File: src/rtl/mfc_operand_sequencer.sv
// ---------------------------------------------------------------------------
// mfc_operand_sequencer
//
// Operand feed and result capture for the 16-bit multi-function comparator
// (eq / ae / gt / nibble-equal d). The comparator is purely combinational
// with a long propagation delay. This block therefore:
//   1. takes A and then B from one 16-bit valid/ready stream,
//   2. holds them steady on op_a / op_b,
//   3. waits SETTLE_CYCLES edges after B is loaded,
//   4. registers the comparator flags and pulses done for one cycle.
//
// Optional feature (compile-time macro MFC_MATCH_COUNT_EN):
//   Adds an 8-bit saturating counter, match_cnt. It counts captures where
//   cmp_eq was 1 and is cleared only by reset. When the macro is not defined,
//   the port and its logic are not present.
//
// Parameters:
//   SETTLE_CYCLES - edges from the B load to the flag capture. Must be >= 1.
//                   The default of 58 covers a 576 ns comparator at 10 ns.
//
// Ports:
//   clk        in   system clock, rising edge
//   rst        in   synchronous reset, active low
//   start      in   begin a comparison (accepted only in IDLE)
//   din[15:0]  in   operand data, A first then B
//   din_valid  in   din holds an operand
//   din_ready  out  an operand can be accepted this cycle
//   op_a[15:0] out  registered A to the comparator
//   op_b[15:0] out  registered B to the comparator
//   cmp_eq/ae/gt, cmp_d[3:0]  in  comparator flags
//   eq/ae/gt, d[3:0]          out captured flags
//   match_cnt[7:0] out  saturating equal-capture count (optional)
//   busy       out  not in IDLE
//   done       out  one-cycle pulse on flag capture
// ---------------------------------------------------------------------------
module mfc_operand_sequencer #(
    parameter int SETTLE_CYCLES = 58
) (
    input  logic        clk,
    input  logic        rst,
    input  logic        start,
    input  logic [15:0] din,
    input  logic        din_valid,
    output logic        din_ready,
    output logic [15:0] op_a,
    output logic [15:0] op_b,
    input  logic        cmp_eq,
    input  logic        cmp_ae,
    input  logic        cmp_gt,
    input  logic [3:0]  cmp_d,
    output logic        eq,
    output logic        ae,
    output logic        gt,
    output logic [3:0]  d,
`ifdef MFC_MATCH_COUNT_EN
    output logic [7:0]  match_cnt,
`endif
    output logic        busy,
    output logic        done
);

    localparam int CW = $clog2(SETTLE_CYCLES + 1);
    // The counter is loaded with SETTLE_CYCLES-1 on the B-load edge and
    // captures when it reads 0. That places the capture SETTLE_CYCLES edges
    // after the B load.
    localparam logic [CW-1:0] CNT_LOAD = CW'(SETTLE_CYCLES - 1);

    typedef enum logic [1:0] {
        S_IDLE,
        S_LOAD_A,
        S_LOAD_B,
        S_SETTLE
    } state_t;

    state_t          r_state;
    state_t          w_next;
    logic [CW-1:0]   r_cnt;
    logic [15:0]     r_op_a;
    logic [15:0]     r_op_b;
    logic            r_eq;
    logic            r_ae;
    logic            r_gt;
    logic [3:0]      r_d;
    logic            r_busy;
    logic            r_done;
    logic            w_load_a;
    logic            w_load_b;
    logic            w_capture;
    logic            w_din_ready;

    // ---------------- state register ----------------
    always_ff @(posedge clk) begin
        if (!rst) begin
            r_state <= S_IDLE;
        end else begin
            r_state <= w_next;
        end
    end

    // ---------------- next state / strobes ----------------
    always_comb begin
        w_next      = r_state;
        w_load_a    = 1'b0;
        w_load_b    = 1'b0;
        w_capture   = 1'b0;
        w_din_ready = 1'b0;
        case (r_state)
            S_IDLE: begin
                if (start) begin
                    w_next = S_LOAD_A;
                end
            end
            S_LOAD_A: begin
                w_din_ready = 1'b1;
                if (din_valid) begin
                    w_load_a = 1'b1;
                    w_next   = S_LOAD_B;
                end
            end
            S_LOAD_B: begin
                w_din_ready = 1'b1;
                if (din_valid) begin
                    w_load_b = 1'b1;
                    w_next   = S_SETTLE;
                end
            end
            S_SETTLE: begin
                if (r_cnt == '0) begin
                    w_capture = 1'b1;
                    w_next    = S_IDLE;
                end
            end
            default: begin
                w_next = S_IDLE;
            end
        endcase
    end

    // ---------------- datapath ----------------
    always_ff @(posedge clk) begin
        if (!rst) begin
            r_cnt  <= '0;
            r_op_a <= '0;
            r_op_b <= '0;
            r_eq   <= 1'b0;
            r_ae   <= 1'b0;
            r_gt   <= 1'b0;
            r_d    <= '0;
            r_busy <= 1'b0;
            r_done <= 1'b0;
        end else begin
            r_done <= w_capture;
            // busy is registered from the next state, so it is clean and
            // matches "not IDLE" in every cycle, including the done cycle.
            r_busy <= (w_next != S_IDLE);

            if (w_load_a) begin
                r_op_a <= din;
            end

            if (w_load_b) begin
                r_op_b <= din;
                r_cnt  <= CNT_LOAD;
            end else if (r_state == S_SETTLE && r_cnt != '0) begin
                r_cnt <= r_cnt - 1'b1;
            end

            if (w_capture) begin
                r_eq <= cmp_eq;
                r_ae <= cmp_ae;
                r_gt <= cmp_gt;
                r_d  <= cmp_d;
            end
        end
    end

`ifdef MFC_MATCH_COUNT_EN
    logic [7:0] r_match_cnt;

    always_ff @(posedge clk) begin
        if (!rst) begin
            r_match_cnt <= '0;
        end else if (w_capture && cmp_eq && r_match_cnt != 8'hFF) begin
            r_match_cnt <= r_match_cnt + 8'd1;
        end
    end

    assign match_cnt = r_match_cnt;
`endif

    assign din_ready = w_din_ready;
    assign op_a      = r_op_a;
    assign op_b      = r_op_b;
    assign eq        = r_eq;
    assign ae        = r_ae;
    assign gt        = r_gt;
    assign d         = r_d;
    assign busy      = r_busy;
    assign done      = r_done;

endmodule

File: config.mk
export PLATFORM = sky130hd
export DESIGN_NAME = mfc_operand_sequencer
export DESIGN_NICKNAME = d
export VERILOG_FILES = /design/src/rtl/mfc_operand_sequencer.sv
export SDC_FILE = /design/constraint.sdc
export NUM_CORES = 1
export LEC_CHECK = 0
export CAP_MARGIN = 20
export CORE_MARGIN = 3
export CORE_UTILIZATION = 40
export CTS_CLUSTER_DIAMETER = 150
export DETAILED_ROUTE_END_ITERATION = 16
export PLACE_DENSITY = 0.71
export SYNTH_ARGS = -nofsm -noshare
export SYNTH_HDL_FRONTEND = slang
export SYNTH_SLANG_ARGS = --single-unit
File: constraint.sdc
create_clock -name clk -period 2 [get_ports clk]
set_input_delay 0.4 -clock clk [delete_from_list [all_inputs] [get_ports clk]]
set_output_delay 0.4 -clock clk [all_outputs]
set_load 0.02 [all_outputs]
==> impl_metrics.py, run 1 <==
metrics = {
    "cts": {
        "postCtsSetupBuffers": 0,
        "cts-root-buf": "clkbuf_8",
        "cts.clk_slew.worst_paths_ns": 0.09,
        "numCtsBuffers": 5,
        "cts_tree": "yes",
        "cts_sinks": 49,
        "h-tree-depth": 2,
        "clkLatencyLatePin_ns": 0.30,
        "cts_max_path_buffers": 2,
    },
    "flow_run": {
        "cap_violations": 0,
    },
    "power": {
        "peakVddDrop_mv": 0.585,
        "p_leak_nw": 1.03,
        "finalPower_mw": 2.78,
        "power_density_mw_per_mm2": 997,
    },
    "die": {
        "start_util": 0.424,
        "ios": 69,
        "die_h_um": 74.9,
        "die_area_mm2": 0.00561,
        "die_x_um": 74.9,
        "std_cell_rows": 24,
        "core_mm2": 0.00447,
    },
    "global_routing": {
        "grtUsageMet3": 0.0587,
        "use_met2": 0.281,
        "overflow": 0,
        "antenna_found_initial": 0,
        "grt_max_degree": 33,
        "first_global_vias": 1651,
        "gr-usage-met1": 0.211,
        "busiest_layer": "met2",
        "track_usage": 0.172,
        "grt_pass1_wl_um": 7400,
    },
    "yosys": {
        "synth_warnings": 0,
        "avgSynthCellArea_um2": 8.48,
        "synth_cells": 224,
        "synth_area_leader_cell": "dfxtp_1",
        "ys_ff_latch": 49,
        "syn-cell-area_mm2": 0.00190,
        "yosys-top-cells-area": "dfxtp_1 52%, nand2_1 14%, a21oi_1 11%",
        "synth_fp_nets": 257,
        "synth_top_cell_area_share": 0.516,
        "yosysSeqAreaShare": 0.516,
        "synth_cell_types": 28,
    },
    "finish": {
        "n_fill_cell": 391,
        "fin_cells": 349,
        "final_area_mm2": 0.00279,
        "nets": 329,
        "antennaDiodeCount": 0,
        "area_delta_synth_final_pct": 46.9,
        "layout-drive-gt1-share": 0.0673,
    },
    "outcome": {
        "status": "finished clean",
    },
    "place": {
        "port_buffers": 68,
        "place_congestion": 0.779,
        "dp.cells": 341,
        "dp_hpwl_um": 3210,
        "placed_cell_area_mm2": 0.00267,
    },
    "setup_path": {
        "worstPathArrival_ns": 1.41,
        "r2r_start": "r_cnt[0]",
        "critical_path_class": "reg -> out",
        "critPathLaunch": "r_state[0]",
        "r2r-end": "busy",
        "critPathMaxFanout": 5,
        "slowest_delay_ns": 0.42,
        "r2r_setup_slack_ns": 0.37,
        "setup.worst_path.end_class": "primary output",
        "critPathRequiredTime_ns": 1.60,
        "cp_slowest_cell": "dfxtp_1",
        "worstSetupStartpointType": "flop",
        "rr_worst_depth": 7,
        "worstPathCellList": "inv_1 > ha_1 > dlygate4sd2_1",
        "cp-endpoint": "din_ready",
    },
    "sta": {
        "hold_viol_final": 0,
        "timing.fmax_mhz": 552,
        "finClkSkew_ns": 0.00612,
        "slew_violations": 0,
        "finalSetupViolations": 0,
        "setup_tns_ns": 0,
        "grt_setup_unrepaired": "no",
        "min_period_ns": 1.81,
        "max_slew_margin": 0.736,
        "period_share": 0.906,
        "hold_ws_ns": 0.455,
        "tightest_slew_ns": 0.392,
    },
    "min_path": {
        "holdCritPathClass": "reg -> reg",
    },
    "route": {
        "wl_per_cell_um": 13.1,
        "vias_per_cell": 4.82,
        "drc": 0,
        "wirelength_um": 4580,
        "num_vias": 1683,
        "drtIter0Drc": 101,
        "ant_nets": 0,
        "first_pass_iters": 4,
    },
}
per-stage QoR:
step / util / setup WS [ns]
floorplan: - / 0.408
global placement: 0.597 / 0.276
CTS: 0.624 / 0.172
detailed placement: 0.597 / 0.271
global route: 0.624 / 0.120
finish: 0.624 / 0.188
what timing repair did:
action                                  CTS  global route
endpoints found under the setup margin    1             0
hold buffers                              0             0
resized for setup                         1             0
cells by family after synthesis:
group                      share of synthesized area
xor gates and xnor gates                     0.00461
DFF                                            0.516
adders and majority gates                     0.0395
buffers and inverters                         0.0362
muxes                                         0.0422
and+or+nand+nor                                0.202
AOI/OAI and AO/OA                              0.159
cells in the mapped netlist:
cell type and number:
a211o_1 1, nor4_1 1, nor2b_1 1, o21a_1 1, o22ai_1 1, mux2i_1 8
a2111oi_4 1, nand2_1 69, a211oi_1 2, or3_1 1, dfxtp_1 49, inv_1 5
nand4_1 1, nand3_2 1, nor2_1 14, xnor2_1 1, o31ai_1 1, and2_1 2
ha_1 6, clkinv_1 1, clkbuf_1 7, a21oi_1 40, o211ai_1 1, nand4b_1 1
nor3_4 1, o21ai_0 2, a21boi_2 1, buf_2 4
where the power goes:
group | switching, mW | leakage, nW | internal (mW)
Combinational | 0.492 | 0.573 | 0.408
Sequential | 0.0669 | 0.396 | 1.08
Clock | 0.324 | 0.0574 | 0.407
registers in the layout, indices dropped and copies added (netlist names):
signal   count
r_cnt        6
gt           1
op_a        16
done         1
busy         1
eq           1
op_b        16
d            4
ae           1
r_state      2
routing by layer:
metal | wire [µm] | share of wire
met3 | 369 | 0.081
met4 | 56 | 0.012
met2 | 2100 | 0.46
met5 | 0 | 0
met1 | 2050 | 0.45
worst min-delay path by stage:
stage	start	to	slack, ns	depth (start not counted)
floorplan	r_cnt[1]	r_cnt[1]	0.47	2
global placement	op_a[1]	op_a[1]	0.44	2
detailed placement	op_a[6]	op_a[6]	0.45	2
CTS	op_b[5]	op_b[5]	0.46	2
global route	op_b[14]	op_b[14]	0.48	2
finish	op_a[6]	op_a[6]	0.45	2
worst max-delay path: cells and delay by family, from the launching register on:
kind                       cells  cell delay, ns
buffers and inverters          2            0.41
DFF                            1            0.42
adders and majority gates      1            0.28
placed cells by master (no fill, tap or decap), types with 2 or more instances in the layout:
cell	n
a211oi_1	2
a21oi_1	40
and2_1	2
buf_4	7
clkbuf_8	6
clkdlybuf4s50_1	67
dfxtp_1	49
ha_1	6
inv_1	5
mux2i_1	8
nand2_1	69
nor2_1	14
o21ai_0	2
cell type report:
type / count / area (µm²) / area share
Sequential cell: 49 / 981 / 0.352
Timing Repair Buffer: 76 / 752 / 0.270
Clock inverter: 2 / 37.5 / 0.0135
Clock buffer: 6 / 82.6 / 0.0296
Multi-Input combinational cell: 158 / 850 / 0.304
Inverter: 6 / 22.5 / 0.00807
Tap cell: 52 / 65.1 / 0.0233
(Power assumes the default switching activity.)
==> run 2, diff against run 1 <==
--- a/config.mk
+++ b/config.mk
@@ -11,6 +11,7 @@
 export CTS_CLUSTER_DIAMETER = 150
 export DETAILED_ROUTE_END_ITERATION = 16
 export PLACE_DENSITY = 0.71
+export SETUP_SLACK_MARGIN = 0.3
 export SYNTH_ARGS = -nofsm -noshare
 export SYNTH_HDL_FRONTEND = slang
 export SYNTH_SLANG_ARGS = --single-unit
==> run 2 against run 1 <==
Effect of this change:
- routed wire length grew 1.4%
- worst hold slack barely moved
- sequential share of layout area down 0.26 points
- die area unchanged
- design area increased by 1.3%
- total power up 1.2%
- critical path depth down 2
- clock skew is essentially flat
- utilization is 0.78 points higher
==> impl_metrics.py, run 2 (synthesis results as in run 1) <==
metrics = {
    "sta": {
        "min_period_ns": 1.67,
        "max_slew_margin": 0.750,
        "setup_tns_ns": 0,
        "timing.fmax_mhz": 598,
        "finClkSkew_ns": 0.00651,
        "hold_viol_final": 0,
        "tightest_slew_ns": 0.373,
        "finalSetupViolations": 0,
        "grt_setup_unrepaired": "no",
        "slew_violations": 0,
        "period_share": 0.836,
    },
    "setup_path": {
        "worstPathCellList": "clkdlybuf4s50_1",
        "worstSetupStartpointType": "flop",
        "r2r_start": "r_cnt[0]",
        "critical-path-top-delay-family": "buffers and inverters",
        "slowest_delay_ns": 0.62,
        "cp.buffers_inverters": 1,
        "r2r-end": "r_cnt[0]",
        "cp_slowest_cell": "clkdlybuf4s50_1",
        "r2r_setup_slack_ns": 0.44,
        "critical_path_class": "reg -> out",
        "setup.worst_path.end_class": "primary output",
        "worstPathArrival_ns": 1.27,
        "critPathMaxFanout": 2,
        "rr_worst_depth": 7,
        "critPathRequiredTime_ns": 1.60,
    },
    "outcome": {
        "status": "finished clean",
    },
    "die": {
        "std_cell_rows": 24,
        "die_x_um": 74.9,
        "die_h_um": 74.9,
        "ios": 69,
        "die_area_mm2": 0.00561,
        "core_mm2": 0.00447,
        "start_util": 0.424,
    },
    "power": {
        "power.share.switching": 0.321,
        "p_leak_nw": 1.12,
        "p_comb_frac": 0.329,
        "power_density_mw_per_mm2": 996,
        "power_frac_clock": 0.260,
        "seq_power_share": 0.411,
        "peakVddDrop_mv": 0.614,
        "finalPower_mw": 2.81,
        "intPower_mw": 1.91,
        "p_switching_mw": 0.903,
    },
    "place": {
        "dp.cells": 341,
        "place_congestion": 0.779,
        "dp_hpwl_um": 3210,
        "port_buffers": 68,
    },
    "cts": {
        "clkLatencyLatePin_ns": 0.30,
        "cts.clk_slew.worst_paths_ns": 0.09,
        "numCtsBuffers": 5,
        "cts-root-buf": "clkbuf_8",
        "postCtsSetupBuffers": 0,
        "cts_sinks": 49,
        "cts_max_path_buffers": 2,
        "cts_hold_buf": 0,
        "cts_tree": "yes",
        "h-tree-depth": 2,
    },
    "global_routing": {
        "antenna_found_initial": 0,
        "grt_max_degree": 33,
        "overflow": 0,
        "grt_pass1_wl_um": 7400,
        "track_usage": 0.172,
        "first_global_vias": 1651,
    },
    "finish": {
        "fin_cells": 349,
        "n_fill_cell": 382,
        "layout_common_cells": "69 x nand2_1, 62 x clkdlybuf4s50_1, 47 x dfxtp_1, 40 x a21oi_1, 14 x nor2_1",
        "nets": 329,
        "final_common_cell": "nand2_1",
        "antennaDiodeCount": 0,
        "layout-drive-gt1-share": 0.0808,
        "area_delta_synth_final_pct": 48.7,
    },
    "min_path": {
        "holdCritPathClass": "reg -> reg",
        "min_from": "op_a[6]",
        "min_path_cells": 2,
        "min_delay_worst_endpoint": "op_a[6]",
    },
    "route": {
        "num_vias": 1700,
        "wl_per_cell_um": 13.3,
        "ant_nets": 0,
        "wirelength_um": 4640,
        "first_pass_iters": 4,
        "vias_per_cell": 4.87,
        "drc": 0,
        "drtIter0Drc": 85,
    },
    "flow_run": {
        "cap_violations": 0,
    },
}
==> run 2: cell count changes in the layout (fill, tap and decap cells not counted), sizes merged <==
cell / change
buf: +1
dlymetal6s2s: +5
dlygate4sd2: -1
clkdlybuf4s50: -5
==> run 2: final cells by class <==
class	count	area, µm²	area share
clock buffer	6	82.6	0.0292
clock inverter	2	37.5	0.0133
inverter	6	22.5	0.00797
multi-input combinational	158	871	0.308
sequential	49	986	0.349
tap	52	65.1	0.0230
timing repair buffer	76	761	0.269
==> run 2: worst max-delay path by stage <==
stage	startpoint	to	slack, ns	cells past startpoint
after floorplan	r_cnt[0]	busy	0.41	6
after global placement	r_state[0]	din_ready	0.28	3
after detailed placement	r_state[0]	din_ready	0.27	3
after CTS	r_state[0]	din_ready	0.30	3
after global routing	op_a[15]	op_a[15]	0.30	1
final	gt	gt	0.33	1
==> run 2: routing by layer <==
| layer | track usage | up-vias | wire length, µm |
|---|---|---|---|
| met3 | 0.0587 | 7 | 347 |
| met2 | 0.281 | 46 | 2180 |
| li1 | - | 884 | - |
| met4 | 0.0553 | 0 | 56 |
| met5 | 0 | - | 0 |
| met1 | 0.211 | 763 | 2060 |
==> run 2: power groups by stage <==
stage	clock network, mW	registers, mW	logic, mW
detailed placement	0	1.17	0.911
floorplan	0	1.26	0.455
CTS	0.754	1.16	0.916
finish	0.730	1.16	0.926
global placement	0	1.17	0.903
global route	0.785	1.17	1.02
==> run 2: stage by stage <==
stage	hold WS [ns]	area [µm²]	setup WS, ns	utilization
finish	0.455	2830	0.328	0.631
detailed placement	0.447	2670	0.271	0.597
floorplan	0.471	1900	0.408	-
global route	0.479	2830	0.302	0.631
CTS	0.460	2800	0.300	0.625
global placement	0.441	2670	0.276	0.597
==> run 2: what timing repair did <==
item                       in CTS  in global routing
resized for setup               5                 10
pin swaps                       0                  1
setup endpoints to repair       1                 14
hold endpoints to repair        0                  0
==> run 2: worst reg2reg max path, cell delays in order (launching register included) <==
cell      delay, ns
dfxtp_1        0.35
inv_1          0.09
ha_1           0.21
nor2b_1        0.13
buf_4          0.16
a21boi_4       0.25
xnor2_1        0.15
a21oi_1        0.08
